$ cat src/rtl/clkdiv_seq_ctrl.sv
// Startup / calibration sequencer for the CLKDIV divider wrapper.
// Debounces PLL lock, sequences RESETN, spaces CALIB pulses.
module clkdiv_seq_ctrl #(
    parameter int PLL_FILTER    = 4,
    parameter int RESET_CYCLES  = 16,
    parameter int SETTLE_CYCLES = 64,
    parameter int CALIB_GAP     = 8
) (
    input  logic       hclkin,
    input  logic       resetn,
    input  logic       pll_lock,
    input  logic       restart,
    input  logic       calib_req,
    input  logic       clear_err,
    output logic       div_resetn,
    output logic       div_calib,
    output logic       ready,
    output logic       calib_ack,
    output logic       lock_lost,
    output logic [2:0] state
);

    localparam int M1   = (PLL_FILTER > RESET_CYCLES) ? PLL_FILTER : RESET_CYCLES;
    localparam int M2   = (SETTLE_CYCLES > CALIB_GAP) ? SETTLE_CYCLES : CALIB_GAP;
    localparam int MAXP = (M1 > M2) ? M1 : M2;
    localparam int CW   = $clog2(MAXP) + 1;

    localparam logic [CW-1:0] FLT_LAST = CW'(PLL_FILTER - 1);
    localparam logic [CW-1:0] RST_LAST = CW'(RESET_CYCLES - 1);
    localparam logic [CW-1:0] STL_LAST = CW'(SETTLE_CYCLES - 1);
    localparam logic [CW-1:0] GAP_LAST = CW'(CALIB_GAP - 1);

    typedef enum logic [2:0] {
        S_IDLE   = 3'd0,
        S_HOLD   = 3'd1,
        S_SETTLE = 3'd2,
        S_READY  = 3'd3,
        S_CALIB  = 3'd4,
        S_GAP    = 3'd5
    } state_e;

    state_e          state_q, state_d;
    logic [CW-1:0]   cnt_q, cnt_d, cnt_inc;
    logic            pend_q, pend_d;
    logic            lost_q, lost_d;
    logic            rstn_q, rdy_q, cal_q;
    logic            loss, powered;

    // Next-state, shared dwell counter, pending flag and sticky lock loss
    always_comb begin
        state_d = state_q;
        cnt_d   = cnt_q;
        pend_d  = pend_q;
        cnt_inc = (cnt_q == '1) ? cnt_q : cnt_q + CW'(1);
        loss    = (state_q != S_IDLE) && !pll_lock;
        powered = (state_q == S_SETTLE) || (state_q == S_READY) ||
                  (state_q == S_CALIB)  || (state_q == S_GAP);
        lost_d  = lost_q & ~clear_err;
        if (loss) begin
            state_d = S_IDLE;
            cnt_d   = '0;
            pend_d  = 1'b0;
            lost_d  = 1'b1;
        end else if (restart && powered) begin
            state_d = S_HOLD;
            cnt_d   = '0;
            pend_d  = 1'b0;
        end else begin
            case (state_q)
                S_IDLE: begin
                    if (!pll_lock) begin
                        cnt_d = '0;
                    end else if (cnt_q == FLT_LAST) begin
                        state_d = S_HOLD;
                        cnt_d   = '0;
                    end else begin
                        cnt_d = cnt_inc;
                    end
                end
                S_HOLD: begin
                    if (cnt_q == RST_LAST) begin
                        state_d = S_SETTLE;
                        cnt_d   = '0;
                    end else begin
                        cnt_d = cnt_inc;
                    end
                end
                S_SETTLE: begin
                    if (cnt_q == STL_LAST) begin
                        state_d = S_READY;
                        cnt_d   = '0;
                    end else begin
                        cnt_d = cnt_inc;
                    end
                end
                S_READY: begin
                    if (calib_req || pend_q) begin
                        state_d = S_CALIB;
                        cnt_d   = '0;
                        pend_d  = 1'b0;
                    end
                end
                S_CALIB: begin
                    state_d = S_GAP;
                    cnt_d   = '0;
                    if (calib_req) pend_d = 1'b1;
                end
                S_GAP: begin
                    if (calib_req) pend_d = 1'b1;
                    if (cnt_q == GAP_LAST) begin
                        state_d = S_READY;
                        cnt_d   = '0;
                    end else begin
                        cnt_d = cnt_inc;
                    end
                end
                default: begin
                    state_d = S_IDLE;
                    cnt_d   = '0;
                    pend_d  = 1'b0;
                end
            endcase
        end
    end

    // State, counter and outputs registered from the next state
    always_ff @(posedge hclkin) begin
        if (!resetn) begin
            state_q <= S_IDLE;
            cnt_q   <= '0;
            pend_q  <= 1'b0;
            lost_q  <= 1'b0;
            rstn_q  <= 1'b0;
            rdy_q   <= 1'b0;
            cal_q   <= 1'b0;
        end else begin
            state_q <= state_d;
            cnt_q   <= cnt_d;
            pend_q  <= pend_d;
            lost_q  <= lost_d;
            rstn_q  <= (state_d == S_SETTLE) || (state_d == S_READY) ||
                       (state_d == S_CALIB)  || (state_d == S_GAP);
            rdy_q   <= (state_d == S_READY) || (state_d == S_CALIB) ||
                       (state_d == S_GAP);
            cal_q   <= (state_d == S_CALIB);
        end
    end

    assign div_resetn = rstn_q;
    assign ready      = rdy_q;
    assign div_calib  = cal_q;
    assign calib_ack  = cal_q;
    assign lock_lost  = lost_q;
    assign state      = state_q;

endmodule

$ cat config.mk
export PLATFORM = sky130hd
export DESIGN_NAME = clkdiv_seq_ctrl
export DESIGN_NICKNAME = d
export VERILOG_FILES = /design/src/rtl/clkdiv_seq_ctrl.sv
export SDC_FILE = /design/constraint.sdc
export NUM_CORES = 1
export LEC_CHECK = 0
export ABC_AREA = 1
export BUFFER_PORTS_ARGS = -buffer_cell sky130_fd_sc_hd__buf_2
export CORE_AREA = 5 5 48 50
export CTS_BUF_LIST = sky130_fd_sc_hd__clkbuf_4 sky130_fd_sc_hd__clkbuf_8
export CTS_CLUSTER_SIZE = 16
export DETAILED_ROUTE_END_ITERATION = 8
export DIE_AREA = 0 0 53 55
export PLACE_DENSITY = 0.77
export SYNTH_ARGS = -nofsm -noshare
export SYNTH_HDL_FRONTEND = slang
export SYNTH_SLANG_ARGS = --single-unit
$ cat constraint.sdc
create_clock -name hclkin -period 1.97 [get_ports hclkin]
set_clock_uncertainty 0.15 [all_clocks]
set_input_delay 0.0985 -clock hclkin [delete_from_list [all_inputs] [get_ports hclkin]]
set_output_delay 0.0985 -clock hclkin [all_outputs]
set_load 0.01 [all_outputs]
==> run metrics <==
CTS tree=done; grt total ovfl=0; Post-Syn Area per Cell=7.28 µm²; crit-path max FO=5; fin crit period=1.75 ns; EDFF count, synth=0; top-area cell type share of the netlist area=30.1%; count of endpoints failing setup in the final report=0; Lkg Pwr=0.576 nW; all-layer global routing usage=16.2%; clock-pin transition on the worst setup and hold timing paths=0.10 ns; VDD IR max=0.375 mV; die height=55 µm; clock sinks=15; setup_tns=0 ns; count leader, synth=nand2_1; final wirelength=2.05 mm; power per standard cell area=476 mW/mm²; # IOs=14; r2r endpoint=cnt_q[0]; CP startpoint=cnt_q[0]; # H-tree levels=1; via count=872; Max Fclk=573 MHz; largest net degree at the start of global routing=10; register area share after synthesis=30.1%; post-route clock period utilization=88.6%; RSZ-0062 raised after global routing=no; Core Area=0.00186 mm²; syn nets=144; Worst-Margin Slew=0.437 ns; Synth area leaders=dfxtp_1 30%, nand2_1 8.7%, nor2_1 8.3%; number of I/O port buffers=13; Max-Slew Margin vs Limit=70.8%; WHS=0.0118 ns; Final Hold Vio Count=0; worst reg2reg path depth=8; area of the multi-input gates=584 µm²; run status=completed; Initial Utilization=53.6%; Worst Path Required=2.02 ns; crit start category=register; P&R area growth vs syn=13.0%; flops & latches, synth=15; vias in the first global route=803; Placer Congestion=0.829; Vias/cell=4.82; Synth cell types=33; share of layout cells above drive strength 1=31.2%; CP arrival=1.79 ns; Die ar.=0.00292 mm²; drc violations=0; Main synth FF type=dfxtp_1; Diodes inserted=0; R2R setup slack=0.22 ns; first-pass GRT wire length=3.41 mm; filler cell count=187; number of CTS-inserted buffers=3; Clock Root Buffer=clkbuf_4; number of cell rows=16; initial drt markers=14; Sequential cell area=300 µm²; async set or reset register ratio after synthesis=0%; Cells after Synth=137; crit path capture type=register; Antenna Nets Post-Route=0; cell taking the most area after synthesis=dfxtp_1; Pre-Repair DR Iteration Count=4; final worst slack=0.224 ns; Die X=53 µm; origin of the critical flop-to-flop path=cnt_q[0]; pre-CTS WS=0.247 ns; cell area after synthesis=997 µm²; post-layout util=60.6%; Syn. warnings=0; Critical Path Sink=cnt_q[0]; Max Root-Sink Buffers=2; Skew-Pair Late Insertion Delay=0.30 ns; routed len/inst=11.3 µm; hpwl dp=1.65 mm; Post-CTS Resized=0; HP Class=input pin to register; nets@finish=162; max-slew violations=0; most frequent cells after synthesis=23 x nand2_1, 22 x nor2_1, 15 x dfxtp_1; path type of the worst setup path=register to register; initial antenna violation count=0; max_cap viols=0
-- critical path, stage by stage, from the launching register on --
cell	delay (ns)
dfxtp_1	0.38
ha_1	0.26
nand3_2	0.14
nor2_1	0.19
nor2_1	0.09
nor2_1	0.14
nand4_2	0.14
nand2_2	0.11
nor2_1	0.04
-- where the power goes --
part	leakage (nW)	switching, mW	internal [mW]
clock	0.0177	0.115	0.0758
sequential	0.121	0.00247	0.306
combinational	0.437	0.0200	0.0179
-- cells by family after synthesis --
logic type | after synthesis | synth area share, %
compound gates | 19 | 14.2
xor+xnor | 2 | 1.76
fa+ha+maj | 1 | 1.25
buf+inv | 25 | 11.3
flops | 15 | 30.1
simple gates | 75 | 41.4
-- flip-flops by register name, summed over array words and instances, names as in the netlist --
name        flops
state           3
ready           1
calib_ack       1
lock_lost       1
cnt_q           7
pend_q          1
div_resetn      1
-- cell usage in the layout (no fill, tap or decap), types with 2 or more instances in the layout --
cell / n
dlygate4sd3_1: 2
nand3_1: 10
buf_4: 2
nor2_1: 22
a21oi_2: 3
nand2_2: 3
nand2_1: 23
dfxtp_1: 15
nand3_2: 3
buf_2: 13
clkbuf_4: 3
inv_2: 6
nor2_4: 3
a21oi_1: 3
xor2_1: 2
nand2_4: 2
nand4_1: 3
o21ai_0: 7
inv_1: 13
-- worst min-delay path by stage --
stage               depth (start not counted)   endpoint      start  slack [ns]
finish                                      4   cnt_q[6]    restart        0.01
global route                                4     pend_q    restart        0.02
CTS                                         4   cnt_q[6]    restart       0.007
detailed placement                          4  lock_lost  clear_err        0.24
global placement                            4  lock_lost  clear_err        0.21
floorplan                                   2   cnt_q[6]     resetn        0.11
-- metrics by stage --
stage / total power [mW] / cells / cell area, µm²
after floorplan: 0.338 / 137 / 997
after global placement: 0.349 / 175 / 1080
after detailed placement: 0.350 / 175 / 1080
after CTS: 0.540 / 181 / 1130
after global routing: 0.553 / 181 / 1130
final: 0.537 / 181 / 1130
-- timing repair --
action                                  CTS  global route
endpoints found under the setup margin    0             0
buffers inserted                          0             0
endpoints found under the hold margin     4             0
hold buffers                              2             0
-- layer usage --
layer  routed length [µm]  global-route usage [%]  share of wire (%)  up-vias
li1                     -                       -                  -      469
met1                  879                    19.5                 43      390
met2                 1060                    27.9                 52        9
met3                   72                    3.22                3.5        4
met4                   36                    7.66                1.8        0
met5                    0                       0                  0        -
-- final cells by class --
type                       instances  share of cell area (%)
inverter                          21                    7.21
clock buffer                       3                    2.00
timing repair buffer              17                    8.88
sequential                        15                    26.6
clock inverter                     1                   0.444
tap                               27                    3.00
multi-input combinational         97                    51.8
Note: power is estimated with default switching activity, not from simulation.
